<file path="config.mk">
export PLATFORM = sky130hd
export DESIGN_NAME = replacement_policy
export DESIGN_NICKNAME = d
export VERILOG_FILES = /design/src/rtl/replacement_policy.sv
export SDC_FILE = /design/constraint.sdc
export NUM_CORES = 1
export LEC_CHECK = 0
export ABC_AREA = 1
export CORE_AREA = 2 2 150 93
export CTS_BUF_LIST = sky130_fd_sc_hd__clkbuf_16
export DETAILED_ROUTE_END_ITERATION = 16
export DIE_AREA = 0 0 152 95
export GPL_TIMING_DRIVEN = 0
export PLACE_DENSITY_LB_ADDON = 0.1
export SYNTH_ARGS = -nofsm -noshare
export SYNTH_HDL_FRONTEND = slang
export SYNTH_SLANG_ARGS = --single-unit
</file>
<file path="constraint.sdc">
create_clock -name clk -period 6.3 [get_ports clk]
set_clock_uncertainty 0.1 [all_clocks]
set_input_delay 1.26 -clock clk [delete_from_list [all_inputs] [get_ports clk]]
set_output_delay 1.26 -clock clk [all_outputs]
set_load 0.005 [all_outputs]
</file>
<file path="src/rtl/replacement_policy.sv">
// Victim-way selector for a set-associative cache: true LRU, FIFO or LFSR pseudo-random,
// with a one-deep registered victim output under valid/ready handshake.
module replacement_policy #(
  parameter int unsigned N_WAYS = 4,
  parameter int unsigned N_SETS = 8,
  parameter int unsigned MODE   = 0,
  localparam int unsigned WAY_W = $clog2(N_WAYS),
  localparam int unsigned SET_W = (N_SETS > 1) ? $clog2(N_SETS) : 1
) (
  input  logic              clk,
  input  logic              rst,
  input  logic              req_valid,
  output logic              req_ready,
  input  logic [SET_W-1:0]  req_set,
  input  logic [N_WAYS-1:0] line_empty,
  output logic              evict_valid,
  input  logic              evict_ready,
  output logic [WAY_W-1:0]  evict_way,
  input  logic              acc_valid,
  input  logic [SET_W-1:0]  acc_set,
  input  logic [WAY_W-1:0]  acc_way,
  input  logic              acc_fill
);

  logic              accept;
  logic              empty_any;
  logic [WAY_W-1:0]  empty_way;
  logic [WAY_W-1:0]  mode_way;
  logic [WAY_W-1:0]  victim;
  logic [SET_W-1:0]  q_set;
  logic [SET_W-1:0]  a_set;
  logic              evict_valid_q;
  logic [WAY_W-1:0]  evict_way_q;

  // A single-set configuration still carries a 1-bit index; force it to entry 0.
  assign q_set = (N_SETS > 1) ? req_set : '0;
  assign a_set = (N_SETS > 1) ? acc_set : '0;

  assign req_ready   = !evict_valid_q || evict_ready;
  assign accept      = req_valid && req_ready;
  assign evict_valid = evict_valid_q;
  assign evict_way   = evict_way_q;

  always_comb begin
    empty_any = |line_empty;
    empty_way = '0;
    for (int w = N_WAYS - 1; w >= 0; w--) begin
      if (line_empty[w]) empty_way = WAY_W'(w);
    end
    victim = empty_any ? empty_way : mode_way;
  end

  always_ff @(posedge clk or posedge rst) begin
    if (rst) begin
      evict_valid_q <= 1'b0;
      evict_way_q   <= '0;
    end else if (accept) begin
      evict_valid_q <= 1'b1;
      evict_way_q   <= victim;
    end else if (evict_ready) begin
      evict_valid_q <= 1'b0;
    end
  end

  if (MODE == 0) begin : g_lru
    logic [WAY_W-1:0] rank_q [N_SETS][N_WAYS];
    logic             unused_lru;

    assign unused_lru = acc_fill;

    always_comb begin
      mode_way = '0;
      for (int w = 0; w < N_WAYS; w++) begin
        if (rank_q[q_set][w] == WAY_W'(N_WAYS - 1)) mode_way = WAY_W'(w);
      end
    end

    // Ways younger than the accessed one age by one; the rest keep their rank.
    always_ff @(posedge clk or posedge rst) begin
      if (rst) begin
        for (int s = 0; s < N_SETS; s++) begin
          for (int w = 0; w < N_WAYS; w++) rank_q[s][w] <= WAY_W'(w);
        end
      end else if (acc_valid) begin
        for (int w = 0; w < N_WAYS; w++) begin
          if (WAY_W'(w) == acc_way) begin
            rank_q[a_set][w] <= '0;
          end else if (rank_q[a_set][w] < rank_q[a_set][acc_way]) begin
            rank_q[a_set][w] <= rank_q[a_set][w] + WAY_W'(1);
          end
        end
      end
    end
  end else if (MODE == 1) begin : g_fifo
    logic [WAY_W-1:0] ptr_q [N_SETS];

    assign mode_way = ptr_q[q_set];

    // Power-of-two way count lets the pointer wrap naturally.
    always_ff @(posedge clk or posedge rst) begin
      if (rst) begin
        for (int s = 0; s < N_SETS; s++) ptr_q[s] <= '0;
      end else if (acc_valid && acc_fill && (acc_way == ptr_q[a_set])) begin
        ptr_q[a_set] <= ptr_q[a_set] + WAY_W'(1);
      end
    end
  end else if (MODE == 2) begin : g_rand
    logic [15:0] lfsr_q;
    logic        unused_rand;

    assign mode_way    = lfsr_q[WAY_W-1:0];
    assign unused_rand = ^{acc_valid, acc_fill, acc_way, a_set, q_set, lfsr_q[15:WAY_W]};

    always_ff @(posedge clk or posedge rst) begin
      if (rst) begin
        lfsr_q <= 16'hACE1;
      end else begin
        lfsr_q <= {lfsr_q[14:0], lfsr_q[15] ^ lfsr_q[13] ^ lfsr_q[12] ^ lfsr_q[10]};
      end
    end
  end else begin : g_bad_mode
    $error("replacement_policy: MODE must be 0, 1 or 2");
  end

endmodule

</file>
==> impl_metrics.yaml, run 1 <==
cells_and_area:
  drive_gt1_frac: 0.136
  diodes: 0
  area_growth_pct: 11.6
  design_area_um2: 6450
  mostFrequentLayoutCells: "nand2_1 (376), nand3_1 (189), nor2_1 (68)"
  fin_nets: 996
  final_common_cell: "nand2_1"
die:
  ios: 22
  chipWidth_um: 152
  core_um2: 13300
  fp-row-count: 33
  die_h_um: 95
  start_util: 0.436
  dieArea_um2: 14400
yosys:
  yosys-mux-area-fraction: 0
  ys_types: 35
  syn_inst: 947
  synth_xor_area_frac: 0.00433
  ys_seq_area_frac: 0.297
  synth_area_leaders: "nand2_1 (24%), nand3_1 (16%), dfrtp_1 (15%), dfstp_2 (15%), nor2_1 (4.4%)"
  syn_area_per_cell_um2: 6.11
  yosys.area_share.simple: 0.533
  synth_compound_area_frac: 0.0662
  synthArstFlopShare: 1.00
  syn-num-nets: 969
  synth_top_family_by_area: "simple AND/OR/NAND/NOR gates"
  synth_top_area_frac: 0.244
  ys_warn_count: 0
  synth_ff_type: "dfrtp_1"
  synth_adder_area_share: 0.00866
  synth_top_cell_by_area: "nand2_1"
  ys_ff_latch: 67
  synth_area_um2: 5780
  synth-edff-count: 0
pwr:
  vdd_ir_drop_max_mv: 0.138
  p_comb_frac: 0.187
  power.total_mw: 1.17
  power_switching_uw: 368
  pwr-share-clk: 0.431
  leakage_nw: 3.15
  p_per_area_nw_per_um2: 181
  switching_share: 0.314
  p_int_uw: 802
  p_seq_frac: 0.382
drt:
  wl_per_cell_um: 17.5
  dr.pass1.iters: 7
  vias: 6289
  ant_nets: 0
  drt-initial-drc-count: 697
  viasPerCell: 5.45
  routed_wl_um: 20200
  drc: 0
run:
  maxCapViolations: 0
sta:
  fin_crit_sh: 0.791
  max_slew.worst_pin.slew_ps: 954
  fin_setup_tns_ps: 0
  timing.fmax_mhz: 201
  slew_viol_final: 0
  min_period_ps: 4980
  slew_headroom: 0.362
  rsz0062_at_grt: "no"
  finalHoldViolations: 0
  setup_viol: 0
cts:
  ctsHoldBuffers: 0
  clockBufferDepth: 2
  cts_root_buf: "clkbuf_16"
  post_cts_buffers: 0
  cts_sinks: 67
  cts_tree: "yes"
  clk_pin_slew_ps: 60
  cts_resized: 0
  clock_latency_ps: 350
  h-tree-depth: 3
  cts-buffers-inserted: 9
setup_path:
  worstSetupStartpointType: "input port"
  cp.arrival_ps: 5110
  cp_cell_sequence: "clkdlybuf4s50_1 -> buf_4 -> nor2_4 -> nand2_1 -> inv_1 -> nand2_1 -> o21ai_0 -> nor2_1 -> nand2_1 -> a22o_1 -> a221oi_1 -> ha_1 -> clkinv_1 -> clkbuf_1 -> nand3_1 -> nand2_1 -> nand3_1 -> nand2_1"
  cp_max_fo: 10
  slowest_stage: "a221oi_1"
  worst_ep_required_time_ps: 6430
  crit_top_cell: "nand2_1"
  max_stage_delay_ps: 650
  crit_type: "input port to flop"
  crit_path_end_kind: "flop"
global_route:
  overflow: 0
  antenna_found_initial: 0
  grt_max_degree: 68
  grt_pass1_wl_um: 32300
  grtUsageTotal: 0.289
  grt_pass1_vias: 5631
placement:
  hpwlAfterDp_um: 14700
  globalplace.congestion: 0.960
  placed_cell_area_um2: 6160
  portBuffers: 16
status:
  status: "finished clean"
hold_path:
  hp-class: "flop to flop"
## area by class of cell
type | instances | area [um2]
clock inverters | 7 | 61.3
clock buffers | 9 | 225
multi-input cells | 769 | 3540
repair buffers | 16 | 160
fillers | 1401 | 6800
well taps | 175 | 219
inverters | 69 | 267
flip-flops and latches | 67 | 1720
plain buffers | 42 | 260
## cells by family (layout without fill, tap and decap cells)
family,Yosys count,in the layout
XOR/XNOR,2,2
flip-flops,67,67
AO/OA/AOI/OAI,70,70
AND/OR/NAND/NOR,693,693
adder cells (fa/ha/maj),4,4
buffers and inverters,111,143
## Yosys cell counts (all sizes together), types with 9 or more instances
library cell	number
clkbuf	24
clkinv	9
o21ai	21
nand3	195
dfstp	32
a21oi	39
dfrtp	35
nand2	413
inv	60
nor2	80
buf	18
## registers in the layout, indices dropped and copies added (netlist names)
signal / count
evict_way: 2
g_lru.rank_q: 64
evict_valid: 1
## worst max-delay path: cells and delay by family
kind | cells | cell delay, ps
buffers and inverters | 5 | 1610
and+or+nand+nor | 9 | 1010
AOI/OAI and AO/OA | 3 | 950
adders and majority gates | 1 | 280
## power groups by stage
stage | sequential (mW) | combinational [mW] | clock (mW)
6_report | 0.447 | 0.219 | 0.504
5_1_grt | 0.447 | 0.237 | 0.530
4_1_cts | 0.446 | 0.213 | 0.513
3_5_place_dp | 0.453 | 0.213 | 0
3_3_place_gp | 0.453 | 0.213 | 0
2_1_floorplan | 0.451 | 0.142 | 0
## metal layers
| layer | vias to the layer above | GRT usage | wire length [um] | share of wire |
|---|---|---|---|---|
| li1 | 3112 | - | - | - |
| met1 | 2830 | 0.447 | 9750 | 0.48 |
| met2 | 327 | 0.393 | 7700 | 0.38 |
| met3 | 20 | 0.0762 | 2470 | 0.12 |
| met4 | 0 | 0.0646 | 249 | 0.012 |
| met5 | - | 0 | 0 | 0 |
## path summary, 6_finish.rpt
kind / start / slack, ps / endpoint / cells past startpoint
worst min-delay path: g_lru.rank_q[4] / 380 / g_lru.rank_q[4] / 2
worst max-delay path: acc_set[1] / 1320 / g_lru.rank_q[21] / 18
worst max register to register: g_lru.rank_q[15] / 3060 / g_lru.rank_q[21] / 13
worst min register to register: g_lru.rank_q[4] / 380 / g_lru.rank_q[4] / 2
max in group asynchronous: rst / 4220 / g_lru.rank_q[21] / 2
min in group asynchronous: rst / 1340 / g_lru.rank_q[31] / 2
## metrics by stage
step           std cells  utilization  setup slack (ps)  hold slack, ps
2_1_floorplan        947            -              2470             354
3_5_place_dp        1138        0.465              1120             375
6_report            1154        0.487              1320             381
3_3_place_gp        1138        0.465              1110             367
4_1_cts             1154        0.487              1470             384
5_1_grt             1154        0.487              1160             395
(Power assumes the default switching activity.)
==> run 2: changes to the inputs <==
clock period = 4.36 ns   (was 6.3 ns; I/O delays follow)
==> impl_metrics.yaml, run 2 (synthesis results as in run 1) <==
global_route:
  grt_pass1_wl_um: 32300
  top_usage_layer: "met1"
  antenna_found_initial: 0
  grtUsageTotal: 0.289
  grt_pass1_vias: 5631
  grt.met3_usage: 0.0762
  grt_max_degree: 68
  met1_usage: 0.447
  overflow: 0
  grt_use_met2: 0.393
setup_path:
  crit_path_end_kind: "flop"
  cp_max_fo: 10
  cp_cell_sequence: "clkdlybuf4s50_1 -> buf_4 -> nor2_4 -> nand2_1 -> inv_1 -> nand2_1 -> o21ai_0 -> nor2_1 -> nand2_1 -> a22o_1 -> a221oi_4 -> ha_1 -> clkinv_1 -> clkbuf_2 -> nand3_1 -> nand2_1 -> nand3_1 -> nand2_1"
  cp.arrival_ps: 4340
  crit_type: "input port to flop"
  slowest_stage: "clkdlybuf4s50_1"
  worst_ep_required_time_ps: 4490
  crit_top_cell: "nand2_1"
  worstSetupStartpointType: "input port"
  max_stage_delay_ps: 600
cts:
  clk_pin_slew_ps: 60
  h-tree-depth: 3
  cts_sinks: 67
  clock_latency_ps: 350
  post_cts_buffers: 0
  ctsHoldBuffers: 0
  cts-buffers-inserted: 9
  clockBufferDepth: 2
  cts_tree: "yes"
  cts_root_buf: "clkbuf_16"
cells_and_area:
  drive_gt1_frac: 0.140
  diodes: 0
  fin_nets: 996
  final_common_cell: "nand2_1"
  regMostFlops: "g_lru.rank_q"
  mostFrequentLayoutCells: "nand2_1 (376), nand3_1 (189), nor2_1 (68)"
  largest_reg_flops: 64
  nFillCells: 1398
  finalNonFillerCells: 1154
  area_growth_pct: 11.9
die:
  ios: 22
  start_util: 0.436
  dieArea_um2: 14400
  fp-row-count: 33
  chipWidth_um: 152
  die_h_um: 95
  core_um2: 13300
pwr:
  leakage_nw: 3.16
  p_per_area_nw_per_um2: 262
  vdd_ir_drop_max_mv: 0.200
drt:
  wl_per_cell_um: 17.4
  viasPerCell: 5.48
  ant_nets: 0
  routed_wl_um: 20100
  drt-initial-drc-count: 620
  vias: 6327
  drc: 0
  dr.pass1.iters: 5
sta:
  min_period_ps: 4210
  setup_viol: 0
  finalHoldViolations: 0
  rsz0062_at_grt: "no"
  fin_crit_sh: 0.966
  slew_headroom: 0.339
  fin_setup_tns_ps: 0
  max_slew.worst_pin.slew_ps: 989
  timing.fmax_mhz: 237
  slew_viol_final: 0
placement:
  globalplace.congestion: 0.960
  place_inst: 1138
  hpwlAfterDp_um: 14700
  portBuffers: 16
run:
  maxCapViolations: 0
hold_path:
  hp-class: "flop to flop"
status:
  status: "finished clean"
run 2: cell count changes in the layout (fill, tap and decap cells not counted):
| cell | previous run | this run |
|---|---|---|
| a221oi_1 | 1 | 0 |
| clkbuf_1 | 24 | 21 |
| a221oi_4 | 0 | 1 |
| clkbuf_2 | 0 | 3 |
run 2: worst paths after layout:
kind | start | end | slack, ps | cells after the start
max | acc_set[1] | g_lru.rank_q[21] | 150 | 18
min | g_lru.rank_q[4] | g_lru.rank_q[4] | 380 | 2
max reg2reg | g_lru.rank_q[23] | g_lru.rank_q[21] | 1520 | 13
min reg2reg | g_lru.rank_q[4] | g_lru.rank_q[4] | 380 | 2
max in group asynchronous | rst | g_lru.rank_q[21] | 2670 | 2
min in group asynchronous | rst | g_lru.rank_q[23] | 960 | 2
run 2: what timing repair did:
action,4_1_cts,5_1_grt
pin swaps,0,0
endpoints found under the hold margin,0,0
gates resized for setup,1,7
endpoints found under the setup margin,39,39
run 2: power by group:
group | switching [mW] | internal [mW] | total (mW)
Sequential | 0.00977 | 0.636 | 0.646
Clock | 0.296 | 0.436 | 0.731
Combinational | 0.229 | 0.0879 | 0.316
Total | 0.534 | 1.16 | 1.69
run 2: per-layer routing:
metal / share of wire / vias up
met4: 0.012 / 0
met1: 0.49 / 2907
met2: 0.38 / 283
met5: 0 / -
li1: - / 3115
met3: 0.12 / 22
run 2: final cells by class:
cell class / instances / area [um2] / area share
inverters: 69 / 267 / 0.0412
flip-flops and latches: 67 / 1720 / 0.265
well taps: 175 / 219 / 0.0338
clock buffers: 9 / 225 / 0.0348
clock inverters: 7 / 61.3 / 0.00947
repair buffers: 16 / 160 / 0.0247
multi-input cells: 769 / 3560 / 0.550
plain buffers: 42 / 264 / 0.0408
run 2: stage by stage:
stage	utilization	setup WS, ps	hold slack (ps)	power [mW]	cell area, um2
4_1_cts	0.487	182	384	1.70	6460
3_5_place_dp	0.465	-430	375	0.962	6160
2_1_floorplan	-	921	354	0.858	5780
3_3_place_gp	0.465	-441	367	0.962	6160
6_report	0.488	147	381	1.69	6470
5_1_grt	0.488	19.4	395	1.76	6470
run 2: critical path, delay by kind of cell:
family | cells | cell delay [ps]
buf+inv | 5 | 1610
simple gates | 9 | 990
compound gates | 3 | 630
fa+ha+maj | 1 | 220
==> run 3: changes to the inputs <==
ABC_CLOCK_PERIOD_IN_PS = 4360   (was default)
PLACE_DENSITY = 0.74   (was default)
PLACE_DENSITY_LB_ADDON = default   (was 0.1)
==> impl_metrics.yaml, run 3 (synthesis results as in run 1) <==
status:
  status: "finished clean"
sta:
  slew_headroom: 0.376
  whs_ps: 380
  rsz0062_at_grt: "no"
  min_period_ps: 4170
  fin_crit_sh: 0.956
  fin_setup_tns_ps: 0
  timing.fmax_mhz: 240
  max_slew.worst_pin.slew_ps: 932
  slew_viol_final: 0
  setup_viol: 0
  finalHoldViolations: 0
drt:
  ant_nets: 0
  routed_wl_um: 19400
  top_layer_used: "met4"
  vias: 6437
  met3_length_um: 2840
  wl_per_cell_um: 16.8
  drc: 0
  drt-initial-drc-count: 1127
  viasPerCell: 5.58
  wl_met2_um: 7400
  dr.pass1.iters: 12
  drt-met1-wl_um: 8690
die:
  die_h_um: 95
  fp-row-count: 33
  dieArea_um2: 14400
  core_um2: 13300
  chipWidth_um: 152
  ios: 22
  start_util: 0.436
cts:
  cts-buffers-inserted: 9
  cts_tree: "yes"
  h-tree-depth: 3
  post_cts_buffers: 0
  cts_sinks: 67
  clockBufferDepth: 2
  cts_resized: 1
  clock_latency_ps: 340
  cts_root_buf: "clkbuf_16"
  ctsHoldBuffers: 0
  clk_pin_slew_ps: 50
pwr:
  switching_share: 0.289
  p_comb_frac: 0.176
  power.total_mw: 1.80
  vdd_ir_drop_max_mv: 0.162
  pwr-share-clk: 0.465
  p_seq_frac: 0.360
  power_switching_uw: 519
  leakage_nw: 3.18
  p_per_area_nw_per_um2: 275
  p_int_mw: 1.28
setup_path:
  crit_type: "input port to flop"
  worstSetupStartpointType: "input port"
  cp_cell_sequence: "clkdlybuf4s50_1 -> buf_4 -> nor2_4 -> nand2_1 -> inv_1 -> nand2_1 -> o21ai_0 -> nor2_1 -> nand2_1 -> a22o_1 -> a221oi_4 -> ha_1 -> clkinv_1 -> nand2_2 -> nand2_4 -> buf_4 -> nand3_1 -> nand2_1"
  cp.arrival_ps: 4290
  worst_ep_required_time_ps: 4480
  crit_path_end_kind: "flop"
  r2r-start: "g_lru.rank_q[23]"
  startpoint: "acc_set[1]"
  max_stage_delay_ps: 570
  slowest_stage: "clkdlybuf4s50_1"
  cp_max_fo: 10
  crit_top_cell: "nand2_1"
global_route:
  grt_pass1_wl_um: 31100
  grt_max_degree: 68
  antenna_found_initial: 0
  overflow: 0
  grt_pass1_vias: 5832
  grtUsageTotal: 0.276
hold_path:
  holdCritStartpoint: "g_lru.rank_q[25]"
  hp-class: "flop to flop"
cells_and_area:
  regMostFlops: "g_lru.rank_q"
  drive_gt1_frac: 0.140
  design_area_um2: 6520
  final_common_cell: "nand2_1"
  fin_nets: 996
  nFillCells: 1331
  diodes: 0
  mostFrequentLayoutCells: "nand2_1 (376), nand3_1 (189), nor2_1 (68)"
  area_growth_pct: 12.7
  postLayoutCoreUtil: 0.492
  largest_reg_flops: 64
placement:
  globalplace.congestion: 1.02
  placed_cell_area_um2: 6160
  hpwlAfterDp_um: 14100
  portBuffers: 16
run:
  maxCapViolations: 0
==> run 3: final timing paths <==
check	to	slack, ps	cells past startpoint
max in group asynchronous	g_lru.rank_q[26]	2670	2
setup / recovery	g_lru.rank_q[18]	190	18
setup reg to reg	g_lru.rank_q[18]	1530	13
hold reg to reg	g_lru.rank_q[25]	380	2
min in group asynchronous	g_lru.rank_q[23]	960	2
hold / removal	g_lru.rank_q[25]	380	2
==> run 3: layer usage <==
layer | GRT usage | vias up
li1 | - | 3111
met1 | 0.389 | 2921
met2 | 0.384 | 355
met3 | 0.114 | 50
met4 | 0.0748 | 0
met5 | 0.0136 | -
==> run 3: power groups by stage <==
stage | clock [mW] | sequential [mW] | combinational, mW
CTS | 0.842 | 0.645 | 0.304
floorplan | 0 | 0.652 | 0.206
finish | 0.834 | 0.646 | 0.315
detailed placement | 0 | 0.655 | 0.302
global placement | 0 | 0.655 | 0.300
global route | 0.866 | 0.647 | 0.339
==> run 3: stage by stage <==
step / setup WS (ps) / std cells
floorplan: 921 / 947
global placement: -360 / 1138
detailed placement: -433 / 1138
CTS: 172 / 1154
global route: 30.3 / 1154
finish: 194 / 1154
==> run 3: final cells by class <==
| type | instances | area, um2 | share of cell area |
|---|---|---|---|
| timing repair buffer | 16 | 160 | 0.0246 |
| sequential | 67 | 1720 | 0.263 |
| multi-input combinational | 769 | 3560 | 0.546 |
| buffer | 42 | 264 | 0.0405 |
| tap | 175 | 219 | 0.0336 |
| clock inverter | 7 | 109 | 0.0167 |
| clock buffer | 9 | 225 | 0.0345 |
| inverter | 69 | 267 | 0.0409 |
==> run 3: critical path: cells and delay by family <==
kind                     cells  cell delay (ps)
adder cells (fa/ha/maj)      1              230
AND/OR/NAND/NOR              9             1080
AO/OA/AOI/OAI                3              650
buffers and inverters        5             1460
